`src/rtl/soc_periph_req_scheduler.sv`:
```
// soc_periph_req_scheduler
// Round-robin scheduler that shares the single SoC peripheral access port
// between NUM_REQ requesters. One transaction is in flight at a time: the
// winner's address is decoded against the fixed SoC memory map, hits are
// issued on the peripheral port, and misses are answered locally with an
// error response without touching the peripheral port.
//
// Optional build macro: SOC_PERIPH_SCHED_TIMEOUT_EN
//   When defined, a response watchdog turns a transaction that has spent
//   TIMEOUT_CYCLES cycles in ISSUE/WAIT_RSP into an error response.
//   When undefined, no counter exists and the scheduler waits indefinitely.
module soc_periph_req_scheduler #(
  parameter int NUM_REQ        = 6,
  parameter int ADDR_WIDTH     = 64,
  parameter int DATA_WIDTH     = 64,
  parameter int TIMEOUT_CYCLES = 1024
) (
  input  logic                           clk_i,
  input  logic                           rst_i,
  input  logic [NUM_REQ-1:0]             req_valid_i,
  output logic [NUM_REQ-1:0]             req_ready_o,
  input  logic [NUM_REQ*ADDR_WIDTH-1:0]  req_addr_i,
  input  logic [NUM_REQ-1:0]             req_we_i,
  input  logic [NUM_REQ*DATA_WIDTH-1:0]  req_wdata_i,
  output logic [NUM_REQ-1:0]             rsp_valid_o,
  output logic [DATA_WIDTH-1:0]          rsp_rdata_o,
  output logic                           rsp_err_o,
  output logic                           slv_req_o,
  output logic [3:0]                     slv_sel_o,
  output logic [31:0]                    slv_addr_o,
  output logic                           slv_we_o,
  output logic [DATA_WIDTH-1:0]          slv_wdata_o,
  input  logic                           slv_gnt_i,
  input  logic                           slv_rsp_valid_i,
  input  logic [DATA_WIDTH-1:0]          slv_rdata_i,
  input  logic                           slv_err_i,
  output logic                           busy_o
);

  localparam int PTR_W = (NUM_REQ > 1) ? $clog2(NUM_REQ) : 1;

  typedef enum logic [1:0] {
    IDLE     = 2'd0,
    ISSUE    = 2'd1,
    WAIT_RSP = 2'd2,
    ERR_RSP  = 2'd3
  } state_t;

  state_t                r_state;
  logic [PTR_W-1:0]      r_rrPtr;
  logic [PTR_W-1:0]      r_winner;
  logic                  r_slvReq;
  logic [3:0]            r_slvSel;
  logic [31:0]           r_slvAddr;
  logic                  r_slvWe;
  logic [DATA_WIDTH-1:0] r_slvWdata;

  logic                  w_found;
  logic [PTR_W-1:0]      w_winner;
  logic [ADDR_WIDTH-1:0] w_winAddr;
  logic                  w_winWe;
  logic [DATA_WIDTH-1:0] w_winWdata;
  logic                  w_hit;
  logic [3:0]            w_sel;
  logic                  w_accept;
  logic                  w_timeout;
  logic [PTR_W-1:0]      w_nextPtr;

  // First valid requester at or above ptr, wrapping around. Scanning from
  // the far end down lets the nearest candidate overwrite the others.
  function automatic logic [PTR_W:0] findWinner(input logic [NUM_REQ-1:0] valid,
                                                input logic [PTR_W-1:0]   ptr);
    logic [PTR_W:0] result;
    int             idx;
    result = '0;
    for (int i = NUM_REQ - 1; i >= 0; i--) begin
      idx = int'(ptr) + i;
      if (idx >= NUM_REQ) idx = idx - NUM_REQ;
      if (valid[idx]) result = {1'b1, PTR_W'(idx)};
    end
    return result;
  endfunction

  // Half-open range test; the end address is formed 33 bits wide so a
  // region touching the top of the 32-bit space cannot wrap.
  function automatic logic inRange(input logic [31:0] a,
                                   input logic [31:0] base,
                                   input logic [31:0] len);
    logic [32:0] endAddr;
    endAddr = {1'b0, base} + {1'b0, len};
    return ({1'b0, a} >= {1'b0, base}) && ({1'b0, a} < endAddr);
  endfunction

  // SoC memory map lookup: returns {hit, peripheral index}.
  function automatic logic [4:0] decodeAddr(input logic [ADDR_WIDTH-1:0] addr);
    logic [31:0] a;
    logic [4:0]  r;
    a = addr[31:0];
    r = '0;
    if ((addr >> 32) == '0) begin
      if      (inRange(a, 32'h0000_0000, 32'h0000_1000)) r = {1'b1, 4'd0};
      else if (inRange(a, 32'h0001_0000, 32'h0001_0000)) r = {1'b1, 4'd1};
      else if (inRange(a, 32'h0200_0000, 32'h000C_0000)) r = {1'b1, 4'd2};
      else if (inRange(a, 32'h0C00_0000, 32'h03FF_FFFF)) r = {1'b1, 4'd3};
      else if (inRange(a, 32'h1000_0000, 32'h0040_0000)) r = {1'b1, 4'd4};
      else if (inRange(a, 32'h1C00_0000, 32'h0001_0000)) r = {1'b1, 4'd5};
      else if (inRange(a, 32'h1A10_0000, 32'h0012_3000)) r = {1'b1, 4'd6};
      else if (inRange(a, 32'h1800_0000, 32'h0000_1000)) r = {1'b1, 4'd7};
      else if (inRange(a, 32'h2000_0000, 32'h0080_0000)) r = {1'b1, 4'd8};
      else if (inRange(a, 32'h3000_0000, 32'h0001_0000)) r = {1'b1, 4'd9};
      else if (inRange(a, 32'h4000_0000, 32'h0000_1000)) r = {1'b1, 4'd10};
      else if (inRange(a, 32'h1040_0000, 32'h0010_0000)) r = {1'b1, 4'd11};
      else if (inRange(a, 32'h8000_0000, 32'h2000_0000)) r = {1'b1, 4'd12};
    end
    return r;
  endfunction

  assign {w_found, w_winner} = findWinner(req_valid_i, r_rrPtr);
  assign w_winAddr  = req_addr_i[w_winner*ADDR_WIDTH +: ADDR_WIDTH];
  assign w_winWe    = req_we_i[w_winner];
  assign w_winWdata = req_wdata_i[w_winner*DATA_WIDTH +: DATA_WIDTH];
  assign {w_hit, w_sel} = decodeAddr(w_winAddr);
  assign w_accept   = (r_state == IDLE) && w_found && !rst_i;
  assign w_nextPtr  = (r_winner == PTR_W'(NUM_REQ - 1)) ? '0 : r_winner + 1'b1;

`ifdef SOC_PERIPH_SCHED_TIMEOUT_EN
  localparam int TMR_W = $clog2(TIMEOUT_CYCLES) + 1;
  logic [TMR_W-1:0] r_timer;

  // Watchdog: cleared when a hit is accepted, counts every ISSUE/WAIT_RSP cycle.
  always_ff @(posedge clk_i) begin
    if (rst_i) begin
      r_timer <= '0;
    end else if (r_state == IDLE) begin
      r_timer <= '0;
    end else if (r_state == ISSUE || r_state == WAIT_RSP) begin
      r_timer <= r_timer + 1'b1;
    end
  end

  assign w_timeout = (r_state == ISSUE || r_state == WAIT_RSP) &&
                     (r_timer == TMR_W'(TIMEOUT_CYCLES - 1));
`else
  assign w_timeout = 1'b0;
`endif

  // Main FSM: arbitration, request latching, peripheral handshake, rr pointer.
  always_ff @(posedge clk_i) begin
    if (rst_i) begin
      r_state    <= IDLE;
      r_rrPtr    <= '0;
      r_winner   <= '0;
      r_slvReq   <= 1'b0;
      r_slvSel   <= '0;
      r_slvAddr  <= '0;
      r_slvWe    <= 1'b0;
      r_slvWdata <= '0;
    end else begin
      case (r_state)
        IDLE: begin
          if (w_found) begin
            r_winner <= w_winner;
            if (w_hit) begin
              r_slvSel   <= w_sel;
              r_slvAddr  <= w_winAddr[31:0];
              r_slvWe    <= w_winWe;
              r_slvWdata <= w_winWdata;
              r_slvReq   <= 1'b1;
              r_state    <= ISSUE;
            end else begin
              r_state <= ERR_RSP;
            end
          end
        end
        ISSUE: begin
          if (w_timeout) begin
            r_slvReq <= 1'b0;
            r_state  <= ERR_RSP;
          end else if (slv_gnt_i) begin
            r_slvReq <= 1'b0;
            r_state  <= WAIT_RSP;
          end
        end
        WAIT_RSP: begin
          if (slv_rsp_valid_i) begin
            r_rrPtr <= w_nextPtr;
            r_state <= IDLE;
          end else if (w_timeout) begin
            r_state <= ERR_RSP;
          end
        end
        ERR_RSP: begin
          r_rrPtr <= w_nextPtr;
          r_state <= IDLE;
        end
        default: r_state <= IDLE;
      endcase
    end
  end

  // One-hot acceptance pulse to the current winner while idle.
  always_comb begin
    req_ready_o = '0;
    if (w_accept) req_ready_o[w_winner] = 1'b1;
  end

  // Response path: peripheral response passes straight through in WAIT_RSP,
  // map misses and watchdog expiries answer from ERR_RSP with zero data.
  always_comb begin
    rsp_valid_o = '0;
    rsp_rdata_o = '0;
    rsp_err_o   = 1'b0;
    if (!rst_i) begin
      if (r_state == WAIT_RSP && slv_rsp_valid_i) begin
        rsp_valid_o[r_winner] = 1'b1;
        rsp_rdata_o           = slv_rdata_i;
        rsp_err_o             = slv_err_i;
      end else if (r_state == ERR_RSP) begin
        rsp_valid_o[r_winner] = 1'b1;
        rsp_err_o             = 1'b1;
      end
    end
  end

  assign slv_req_o   = r_slvReq;
  assign slv_sel_o   = r_slvSel;
  assign slv_addr_o  = r_slvAddr;
  assign slv_we_o    = r_slvWe;
  assign slv_wdata_o = r_slvWdata;
  assign busy_o      = (r_state != IDLE);

endmodule

```
`config.mk`:
```
export PLATFORM = sky130hd
export DESIGN_NAME = soc_periph_req_scheduler
export DESIGN_NICKNAME = d
export VERILOG_FILES = /design/src/rtl/soc_periph_req_scheduler.sv
export SDC_FILE = /design/constraint.sdc
export NUM_CORES = 1
export LEC_CHECK = 0
export ABC_AREA = 0
export CAP_MARGIN = 5
export CORE_AREA = 2 2 395 397
export CTS_BUF_LIST = sky130_fd_sc_hd__clkbuf_8
export DETAILED_ROUTE_END_ITERATION = 16
export DIE_AREA = 0 0 397 399
export GPL_ROUTABILITY_DRIVEN = 1
export SLEW_MARGIN = 0
export SYNTH_ARGS = -nofsm -noshare
export SYNTH_HDL_FRONTEND = slang
export SYNTH_SLANG_ARGS = --single-unit
```
`constraint.sdc`:
```
create_clock -name clk_i -period 7.75 [get_ports clk_i]
set_input_delay 0.775 -clock clk_i [delete_from_list [all_inputs] [get_ports clk_i]]
set_output_delay 0.775 -clock clk_i [all_outputs]
set_load 0.01 [all_outputs]
```
==> results <==
- The worst vdd rail ir drop is 0.369 mV.
- The sequential area share after synthesis is 18.6%.
- The share of Yosys cell area claimed by the top area cell type is 18.6%.
- For the final routed database, the setup TNS stands at 0 ns.
- On the worst path, the slowest cell contributes a delay of 0.75 ns.
- The number of antenna violations at the first check in global routing is 71.
- After synthesis, the cell types taking the most area are dfxtp_1, mux2i_1, a221oi_1.
- The worst setup path is captured at a flip-flop.
- The final count of hold timing violations is 0.
- Post-CTS repair changed the size of 0 cells.
- The standby leakage power is 8.83 nW.
- dfxtp_1 takes more of the synthesized area than any other cell.
- In this run, distinct cell masters in the synthesized netlist total 93.
- CTS placed an instance of clkbuf_8 at the clock tree root.
- Dividing the detail-routed via count by the number of cells gives 3.84.
- The total setup violations reported at the end of the flow is 0.
- The post-synthesis async set-or-reset flop share is 0%.
- The floorplan step defined a die boundary enclosing 158000 um2.
- Measured along the x axis, the die boundary spans 397 um.
- Data on the critical path arrives at its endpoint at 7.55 ns.
- The clock net in this run drives a total of 110 sinks.
- The reg2reg setup slack is 0.69 ns.
- In this run the worst path has a maximum fanout of 53.
- The detailed-route via count is 17500.
- The setup path with the least slack is of type flip-flop to flip-flop.
- Measured in cells, the most critical reg-to-reg path has a length of 22.
- Counting instances in the post-synthesis netlist gives the leading cell types as nand2_1, mux2i_1, nand3_1.
- The flow ran to the end, but the final reports show violations.
- The maximum buffer depth of the clock tree is 2.
- The count of pins over their slew limit is 1.
- Setup repair after global routing left no endpoint under its margin.
- The cell area after technology mapping is 11800 um2.
- The layout overhead on the synthesized area is 109%.
- The capture instance of the worst register-to-register path is slv_wdata_o[49].
- Once the floorplan was initialized, standard cells occupied 7.69% of the core.
- The origin of the worst setup path is r_rrPtr[1].
- By instance count, the leading cell after synthesis is nand2_1.
- For the finished layout, the period the worst path requires is 7.06 ns.
- The region available for standard cell placement spans 154000 um2.
- Walking the worst path, the cells encountered are inv_2, ha_1, buf_4, inv_1, ha_1, a211o_2, o21ai_1, a221oi_1, o22a_1, o311ai_1, a32oi_4, nor2_4, a221oi_1, nor4_1, buf_4, nand4_1, nor3_2, o22ai_2, o21ai_4, buf_12, buf_12, mux2i_1.
- Global routing consumed, over all layers together, 14.8% of the routing resources.
- Dividing total power by cell area gives a power density of 474 nW/um2.
- TritonCTS built the clock tree.
- The per-instance average area after synthesis is 7.64 um2.
- Among all flip-flop cells after synthesis, the most frequent one is dfxtp_1.
- The checks that failed: slew limit.
- The data required time at the worst endpoint is 8.24 ns.
- The final cycle utilization of the critical path is 91.2%.
- The total iterations of the first detailed-routing run is 5.
- Headroom to the max-slew limit came out at -4.91%.
- Max-cap violations in this run came to 0.
- For this run, the post-layout net count is 3346.
- The detailed router finished its first iteration with 1471 violations.
- For this run the aggregate overflow at the end of global routing stands at 0.
- The number of global-route vias before repair is 16700.
- Counting flops and latches in the post-synthesis netlist gives 110.
- In this run the post-CTS setup repair buffer count came out at 0.
- The floorplan has 144 rows.
- The wire length reported by the detailed router is 125 mm.
- The origin of the critical flop-to-flop path is r_rrPtr[1].
- The kind of start point of the critical path is a flip-flop.
- Clock tree synthesis inserted a total of 9 buffers.
- In this run, post-CTS hold repair placed 0 buffers.
- In this run the worst hold path is classified as flip-flop to flip-flop.
- After legalization and detailed placement, the total HPWL measured 108 mm.
- The capture point of the critical path is slv_wdata_o[49].
- In this run, synthesis inferred 0 flip-flops with an integrated enable.
- The worst setup skew after layout is 0.0577 ns.
- The cell count after synthesis is 1547.
- In this run the tool buffered the top-level ports with 1028 buffer cells.
- The first global-routing pass estimated 157 mm of wire.
- The routed wire length per instance is 27.3 um.
- The count of pins on the block boundary is 1029.
- The total number of yosys warnings is 0.
- The H-tree was split into 3 levels.
- The largest net degree at the start of global routing is 101.
- Summing internal, switching and leakage power gives 11.7 mW.
- The post-route netlist has 6.55% of its cells at a drive strength greater than 1.
- The source-to-sink clock delay at the later pin of the worst-skew pair is 0.56 ns.
- After clock tree synthesis, the clock-pin slew on the worst setup and hold paths is 0.17 ns.
- The upper clock frequency limit is 142 MHz.
- In this run the vertical extent of the chip is 399 um.
- The residual antenna-violating net count after detailed routing is 0.
- The worst-path cell with the longest stage delay is nor2_4.
- The last weighted congestion value of the routability-driven placer is 0.964.
- The post-synth net total is 2409.
- The slew at the pin closest to its max-slew limit is 1.57 ns.
- The final routed DRC violation total is 0.
## flip-flops by register name, indices dropped and copies added (netlist names)
| register | flops |
|---|---|
| slv_wdata_o | 64 |
| slv_we_o | 1 |
| r_winner | 3 |
| slv_sel_o | 4 |
| slv_req_o | 1 |
| r_rrPtr | 3 |
| r_state | 2 |
| slv_addr_o | 32 |
## worst min-delay path by stage
stage	end	cells after the start	startpoint	slack [ns]
after floorplan	slv_addr_o[13]	2	slv_addr_o[13]	0.47
final	slv_wdata_o[10]	2	slv_wdata_o[10]	0.47
after global placement	slv_wdata_o[8]	2	slv_wdata_o[8]	0.45
after CTS	slv_wdata_o[2]	2	slv_wdata_o[2]	0.47
after detailed placement	slv_wdata_o[42]	2	slv_wdata_o[42]	0.45
after global routing	slv_wdata_o[59]	2	slv_wdata_o[59]	0.49
## worst max-delay path, delay by kind of cell (launching register included)
family,cells,cell delay [ns]
multiplexers,1,0.27
AND/OR/NAND/NOR,4,1.47
buffers and inverters,6,1.36
AO/OA/AOI/OAI,9,2.57
flip-flops,1,0.62
adder cells (fa/ha/maj),2,0.56
## power by group
part	switching (mW)	leakage, nW	internal (mW)
registers	0.191	0.889	0.743
clock network	0.305	0.101	0.127
logic	6.63	7.84	3.72
## stage by stage
stage | instances | hold slack (ns) | worst slack, ns | cell area [um2] | util, %
6_report | 4561 | 0.469 | 0.685 | 24700 | 16.1
5_1_grt | 4541 | 0.493 | 0.216 | 24700 | 16.0
4_1_cts | 4533 | 0.475 | 0.666 | 24600 | 16.0
3_5_place_dp | 4517 | 0.454 | 0.673 | 24400 | 15.9
3_3_place_gp | 4517 | 0.449 | 0.656 | 24400 | 15.9
2_1_floorplan | 1547 | 0.472 | 2.26 | 11800 | -
## metal layers
metal	global-route usage, %	wire [um]	part of all wire, %	vias up
met5	0	309	0.25	-
met4	3.93	3010	2.4	50
met3	6.01	13300	11	157
met2	23.3	56200	45	987
met1	18.6	51900	42	8475
li1	-	-	-	7824
## layout make-up
cell class / count / area (um2)
Antenna cell: 28 / 70.1
Clock buffer: 9 / 124
Clock inverter: 7 / 73.8
Fill cell: 17400 / 129000
Inverter: 17 / 68.8
Multi-Input combinational cell: 1280 / 8990
Sequential cell: 110 / 2200
Tap cell: 2044 / 2560
Timing Repair Buffer: 1066 / 10600
## cell families (layout without fill, tap and decap cells)
family / after synthesis / count (layout) / share of synthesized area, %
and+or+nand+nor: 659 / 659 / 28.4
buffers and inverters: 157 / 1099 / 5.97
muxes: 208 / 208 / 18.9
xor gates and xnor gates: 8 / 8 / 0.720
AOI/OAI and AO/OA: 392 / 392 / 26.0
other: 0 / 28 / 0
adders and majority gates: 13 / 13 / 1.38
DFF: 110 / 110 / 18.6
## layout by cell type (no fill, tap or decap), types with 5 or more instances in the layout
| cell | synthesis | routed |
|---|---|---|
| clkdlybuf4s50_1 | 0 | 1026 |
| nand2_1 | 198 | 198 |
| mux2i_1 | 145 | 145 |
| nand3_1 | 129 | 129 |
| dfxtp_1 | 110 | 110 |
| a221oi_1 | 88 | 88 |
| nor2_1 | 78 | 78 |
| and2_1 | 69 | 69 |
| nor4_1 | 57 | 57 |
| a22oi_1 | 55 | 55 |
| o22ai_1 | 45 | 45 |
| o21ai_0 | 41 | 41 |
| nor2b_1 | 36 | 36 |
| buf_4 | 11 | 36 |
| mux2_2 | 29 | 29 |
| a21oi_1 | 29 | 29 |
| diode_2 | 0 | 28 |
| nand4_1 | 25 | 25 |
| mux2_4 | 19 | 19 |
| a21o_1 | 19 | 19 |
| nor3_1 | 17 | 17 |
| inv_1 | 15 | 14 |
| mux2_1 | 13 | 13 |
| ha_1 | 13 | 13 |
| o221a_2 | 10 | 10 |
| o31ai_1 | 9 | 9 |
| clkbuf_8 | 0 | 9 |
| o21ai_1 | 9 | 8 |
| nand2b_1 | 8 | 8 |
| and3_1 | 7 | 7 |
| xnor2_1 | 6 | 6 |
| o211ai_1 | 6 | 6 |
| a211o_1 | 6 | 6 |
| o21a_1 | 6 | 6 |
| o311ai_0 | 6 | 6 |
| a211oi_1 | 6 | 6 |
| o22a_1 | 5 | 5 |
| nor3b_1 | 5 | 5 |
Power figures use the tool's default switching activity.
